==> config.mk <==
export PLATFORM = sky130hd
export DESIGN_NAME = inst_fetch_ctrl
export DESIGN_NICKNAME = d
export VERILOG_FILES = /design/src/rtl/inst_fetch_ctrl.sv
export SDC_FILE = /design/constraint.sdc
export NUM_CORES = 1
export LEC_CHECK = 0
export BUFFER_PORTS_ARGS = -buffer_cell sky130_fd_sc_hd__buf_2
export CORE_ASPECT_RATIO = 0.9
export CORE_MARGIN = 10
export CORE_UTILIZATION = 47
export CTS_CLUSTER_SIZE = 14
export DETAILED_ROUTE_END_ITERATION = 7
export GPL_TIMING_DRIVEN = 0
export PLACE_DENSITY = 0.88
export SLEW_MARGIN = 20
export SYNTH_ARGS = -nofsm -noshare
export SYNTH_HDL_FRONTEND = slang
export SYNTH_SLANG_ARGS = --single-unit
==> constraint.sdc <==
create_clock -name clk -period 3.4 [get_ports clk]
set_clock_uncertainty 0.1 [all_clocks]
set_input_delay 1.02 -clock clk [delete_from_list [all_inputs] [get_ports clk]]
set_output_delay 1.02 -clock clk [all_outputs]
set_load 0.05 [all_outputs]
==> src/rtl/inst_fetch_ctrl.sv <==
// Fetch controller: owns the PC, addresses the 1-cycle-latency instruction ROM and
// steers the instruction manager between ROM data, the held instruction and a NOP.
`ifndef INST_MEM
`define INST_MEM 2'd0
`endif
`ifndef INST_OLD
`define INST_OLD 2'd1
`endif
`ifndef INST_NOP
`define INST_NOP 2'd2
`endif

module inst_fetch_ctrl #(
    parameter logic [31:0] RESET_VECTOR = 32'h0000_0000,
    parameter int          IMEM_ADDR_W  = 10
) (
    input  logic                   clk,
    input  logic                   rst,
    input  logic                   stall,
    input  logic                   branch_taken,
    input  logic [31:0]            branch_target,
    output logic [IMEM_ADDR_W-1:0] iaddr,
    output logic [1:0]             inst_sel,
    output logic                   inst_valid,
    output logic [31:0]            pc,
    output logic [31:0]            pc_id
);

    localparam logic [1:0] S_BOOT  = 2'd0;
    localparam logic [1:0] S_RUN   = 2'd1;
    localparam logic [1:0] S_STALL = 2'd2;
    localparam logic [1:0] S_FLUSH = 2'd3;

    logic [1:0]  r_state;
    logic [31:0] r_pc;
    logic [31:0] r_pc_id;
    logic [31:0] w_tgt;

    assign w_tgt = branch_target & 32'hFFFF_FFFC;

    always_ff @(posedge clk) begin
        if (rst) begin
            r_state <= S_BOOT;
            r_pc    <= RESET_VECTOR;
            r_pc_id <= RESET_VECTOR;
        end else if (branch_taken) begin
            // Data arriving next cycle is wrong-path; FLUSH turns it into a NOP.
            r_state <= S_FLUSH;
            r_pc    <= w_tgt;
        end else if (stall) begin
            // BOOT and FLUSH have no real instruction to hold, so they keep emitting NOPs.
            if (r_state == S_RUN || r_state == S_STALL)
                r_state <= S_STALL;
        end else begin
            r_state <= S_RUN;
            r_pc    <= r_pc + 32'd4;
            r_pc_id <= r_pc;
        end
    end

    always_comb begin
        inst_sel   = `INST_NOP;
        inst_valid = 1'b0;
        case (r_state)
            S_RUN:   begin inst_sel = `INST_MEM; inst_valid = 1'b1; end
            S_STALL: begin inst_sel = `INST_OLD; inst_valid = 1'b1; end
            default: begin inst_sel = `INST_NOP; inst_valid = 1'b0; end
        endcase
    end

    assign pc    = r_pc;
    assign pc_id = r_pc_id;
    assign iaddr = r_pc[IMEM_ADDR_W+1:2];

endmodule

After elaboration in Yosys (flattened, before gate mapping). Cells that the tools add are included. W data, S select, Z words.

Register bits after elaboration: 66. Logic and storage cells: 22.

$add $sub $neg: 1. Equality and inequality tests: 4. Muxes and demuxes: 7. Bitwise gates (word level): 2. Reduce and logical (&&, ||, !) cells: 4.

Operators with widths (count): $mux W32 (2); $add A32 B3 Y32 const B (1); $mux W2 (3); $pmux W2 S2 (1); $reduce_or A2 Y1 (2); $ne A3 B1 Y1 const B (1); $eq A2 B1 Y1 const B (1); $eq A2 B2 Y1 const B (1); $ne A2 B1 Y1 const B (1); $not A1 Y1 (2); $reduce_and A2 Y1 (1); $logic_or A1 B1 Y1 (1); $mux W1 (1).

Logic depth before layout (Yosys ltp).
Depth after elaboration: 5. Depth in mapped cells: 6.

Worst setup path after synthesis. OpenSTA, ideal clock, no wires.

Path kind: input-to-reg. Start point: input port stall. End point: register r_pc[28] (netlist: pc[28]). Setup time: 91 ps. Data arrival time: 2587 ps. Setup slack: 622 ps. Cell stages on the path: 5. Cell sequence: nand4b_4 or4_1 buf_2 or4_1 a311oi_1.

Longest elaborated chain between the ends: 1.

Ends and longest elaborated chain: from (decl) (RTL line 19) `input logic stall,`; $ne A2 B1 Y1 (no source line); to (signal assigned) (RTL line 49) `r_pc <= w_tgt;`; to (signal assigned) (RTL line 56) `r_pc <= r_pc + 32'd4;`; to (decl) (RTL line 35) `logic [31:0] r_pc;`.

Every way passes these cells. A chain may end at the register's enable or synchronous reset.

Final worst setup path. Same ends and word-level chain as after synthesis.

==> impl_summary.txt <==
----------------------------------------------------
[Status]
  Status ... finished, final reports clean

[Timing]
  Final slew viol count ... 0
  Unrepaired setup endpoints after global routing ... no
  Slew margin rel. ... a little over half
  Slew at the pin closest to its max-slew limit ... between 0.6 and 0.7 ns
  Final hold violation count ... 0
  Setup Total Neg Slack ... 0 ns
  Maximum frequency from static timing analysis ... 368 MHz
  Final critical-path share of the clock period ... 79.9%
  Final setup vio count ... 0
  Clock period minus final worst setup slack ... between 2 and 3 ns

[Logic synthesis]
  Number of unique standard cell types used by synthesis ... 52
  Syn. warnings ... 0
  Library cell with the highest instance count after synthesis ... nand2_1
  Post-synthesis instance total ... between 300 and 400
  Area of the mapped netlist ... 3020 sq um
  Post-synth EDFFs ... 0
  Sequential cell area fraction in the yosys report ... 41.1%
  Ranking of synthesized cells by instance count ... 86 x nand2_1, 62 x dfxtp_1, 41 x a21oi_1, 24 x clkbuf_1, 23 x nor2_1
  Register bit total from synthesis ... a little over 60
  Post-synth top area share ... 41.1%
  Async set-reset flop share out of synthesis ... 0%
  Post-synthesis average cell area ... 7.88 sq um
  Leading post-synthesis cells by cell area ... dfxtp_1 41%, nand2_1 11%, a21oi_1 6.8%, buf_4 3.5%, clkbuf_1 3.0%
  Cell type contributing the most total cell area after synthesis ... dfxtp_1
  Most used flip-flop cell after synthesis ... dfxtp_1

[Drt]
  Number of detailed-route iterations in the first pass ... 5
  Detail-routed net length per standard cell ... 16.5 um
  Drt first-iter violations ... 224
  Detail-routed via count per cell ... 5.46
  Antenna-violating nets left ... 0
  DRC violation count after routing ... 0
  Total detailed-routing wirelength ... 9810 um
  Vias after detailed routing ... approximately 3200

[Clocking]
  Clock Root Buffer ... clkbuf_8
  H-tree depth ... 3
  Hold_buf cts ... 0
  Clock Pin Slew Worst Setup and Hold Paths ... 0.07 ns
  Resize count post-CTS ... 0
  Clock latency reported for the late side of the worst-skew pair ... 0.34 ns
  Buffers inserted by post-CTS timing repair ... 0
  Clock buffers created by TritonCTS ... 9
  TritonCTS Sinks ... 62
  Clock tree from TritonCTS ... yes
  CTS Buffer Depth ... 2

[GRT]
  Global routing usage on met2 ... a little under a third
  Maximum number of pins on one net before global-route repair ... 11
  Met3 track demand over resource ... roughly 9.0%
  Number of global-route vias before repair ... 3162
  Global router's overall resource usage ... 19.3%
  Met1 routing resource usage after global routing ... between 20% and 30%
  Antenna violations before repair ... 0
  Global route overflow ... 0
  Busiest metal layer after global routing ... met2
  Wire length of the first global-routing pass ... 15900 um

[Critical path]
  Worst R2R Setup Slack ... approximately 0.80 ns
  Data required time at the worst endpoint ... around 3.6 ns
  Crit start category ... primary input
  Crit-path cells ... buf_2 -> nand4b_4 -> or4_1 -> buf_2 -> or4_1 -> a311oi_1
  Worst R2R End ... pc[27]$_SDFFE_PP0P_
  Reg-to-Reg Start ... pc[4]$_SDFFE_PP0P_
  Nature of the critical path endpoint ... flip-flop
  Worst-case reg-to-reg path depth ... 5
  Count of buffering cells on the critical path with inverters included ... 2
  Gate family responsible for the most delay along the worst path ... simple AND/OR/NAND/NOR gates
  Master of the slowest instance on the critical path ... or4_1
  Setup Crit Path Kind ... primary input to flip-flop
  Largest incremental delay on the critical path ... 0.54 ns
  Arr. time, crit path ... 2.87 ns
  Highest fanout seen on the critical path ... 8

[Final layout]
  N_diodes ... 0
  Final standard cell utilization of the core ... 62.7%
  Fraction of final layout cells sized beyond drive strength 1 ... 27.6%
  Final-layout fill cell count ... 603
  Final net count ... 540
  Layout overhead on the synthesized area ... 28.5%

[Floorplanning]
  Initial core utilization ... 48.8%
  Width of the die ... about 100 um
  Rows ... 27
  Die area ... ~10000 sq um
  Overall die height ... 96.0 um
  Top-level I/O count ... about 110
  Area inside the core boundary ... 6180 sq um

[Hold path]
  Start point of the worst hold path ... pc_id[25]$_SDFFE_PP0P_
  Sink of the worst hold path ... pc_id[25]$_SDFFE_PP0P_
  Worst min path class ... flip-flop to flip-flop
  Depth of the worst hold-timing path ... 2

[Job]
  Number of violations of the max-capacitance limit ... 0

[Place]
  Last weighted congestion value of the routability-driven placer ... 0.867
  Sum of net half-perimeters after detailed placement ... 7330 um
  Number of input and output port buffers inserted ... around 110

[Power]
  PD cells ... 491 nW/um^2
  Highest ir drop seen on vdd ... 0.383 mV
  Static Leak ... 1.63 nW

----------------------------------------------------
## flip-flops by register name, indices dropped and copies added, names as in the netlist
name     flops
pc          30
pc_id       30
r_state      2
## layout make-up
| cell class | count | area, sq um | area share, % |
|---|---|---|---|
| Tap cell | 87 | 109 | 2.81 |
| Sequential cell | 62 | 1240 | 32.0 |
| Clock buffer | 12 | 145 | 3.74 |
| Buffer | 41 | 209 | 5.39 |
| Timing Repair Buffer | 105 | 526 | 13.5 |
| Inverter | 5 | 18.8 | 0.484 |
| Multi-Input combinational cell | 278 | 1560 | 40.2 |
| Clock inverter | 4 | 70.1 | 1.81 |
## worst reg2reg max path, delay by kind of cell (launching register included)
kind                   cells  cell delay (ns)
AOI/OAI and AO/OA          2             0.75
DFF                        1             0.53
buffers and inverters      1             0.17
and+or+nand+nor            2             0.93
## worst max-delay path by stage
stage | from | endpoint | cells past startpoint
5_1_grt | stall | pc[28]$_SDFFE_PP0P_ | 6
2_1_floorplan | stall | pc[28]$_SDFFE_PP0P_ | 5
4_1_cts | stall | pc[28]$_SDFFE_PP0P_ | 6
3_3_place_gp | stall | pc[28]$_SDFFE_PP0P_ | 6
3_5_place_dp | stall | pc[28]$_SDFFE_PP0P_ | 6
6_report | stall | pc[28]$_SDFFE_PP0P_ | 6
## cell usage in the layout, fill, tap and decap left out, types with 3 or more instances in the layout
| cell type | netlist | routed |
|---|---|---|
| buf_2 | 2 | 107 |
| nand2_1 | 86 | 86 |
| dfxtp_1 | 62 | 62 |
| a21oi_1 | 41 | 41 |
| clkbuf_1 | 24 | 26 |
| nor2_1 | 23 | 23 |
| buf_4 | 14 | 14 |
| clkbuf_8 | 0 | 10 |
| nand4_1 | 8 | 8 |
| or4_1 | 8 | 8 |
| nor4_1 | 8 | 8 |
| xnor2_1 | 7 | 7 |
| o21ai_0 | 6 | 6 |
| a311oi_1 | 6 | 6 |
| or3_1 | 6 | 6 |
| nand3_1 | 6 | 6 |
| nor3_1 | 6 | 6 |
| a22oi_1 | 6 | 6 |
| inv_1 | 5 | 5 |
| nand2b_1 | 5 | 5 |
| o31ai_1 | 5 | 5 |
| a211oi_1 | 4 | 4 |
| conb_1 | 1 | 4 |
| a31oi_1 | 3 | 3 |
| nor2b_1 | 3 | 3 |
## stage by stage
stage	power [mW]	hold WS, ns	area, sq um	std cells	worst slack, ns
floorplan	1.10	0.358	3030	386	0.622
global placement	1.20	0.339	3660	578	0.387
detailed placement	1.21	0.343	3660	578	0.325
CTS	1.91	0.352	3880	594	0.703
global route	1.98	0.375	3880	594	0.672
finish	1.90	0.350	3880	594	0.684
## cell families (layout without fill, tap and decap cells)
family | after synthesis | after routing | share of synthesized area (%)
buffers and inverters | 46 | 167 | 7.55
DFF | 62 | 62 | 41.1
xor gates and xnor gates | 8 | 8 | 2.32
muxes | 1 | 1 | 0.332
and+or+nand+nor | 175 | 175 | 28.6
adders and majority gates | 2 | 2 | 0.829
AOI/OAI and AO/OA | 88 | 88 | 19.1
other | 1 | 4 | 0.124
## per-layer routing
layer / wire length (um) / vias to the layer above
li1: - / 1591
met1: 4110 / 1503
met2: 4540 / 144
met3: 1090 / 6
met4: 67 / 0
met5: 0 / -
## power breakdown
part | internal, mW | leakage [nW] | switching, mW
Sequential | 0.762 | 0.509 | 0.0497
Clock | 0.431 | 0.110 | 0.280
Combinational | 0.103 | 1.01 | 0.278
No activity file was read; power rests on OpenSTA's default activity.
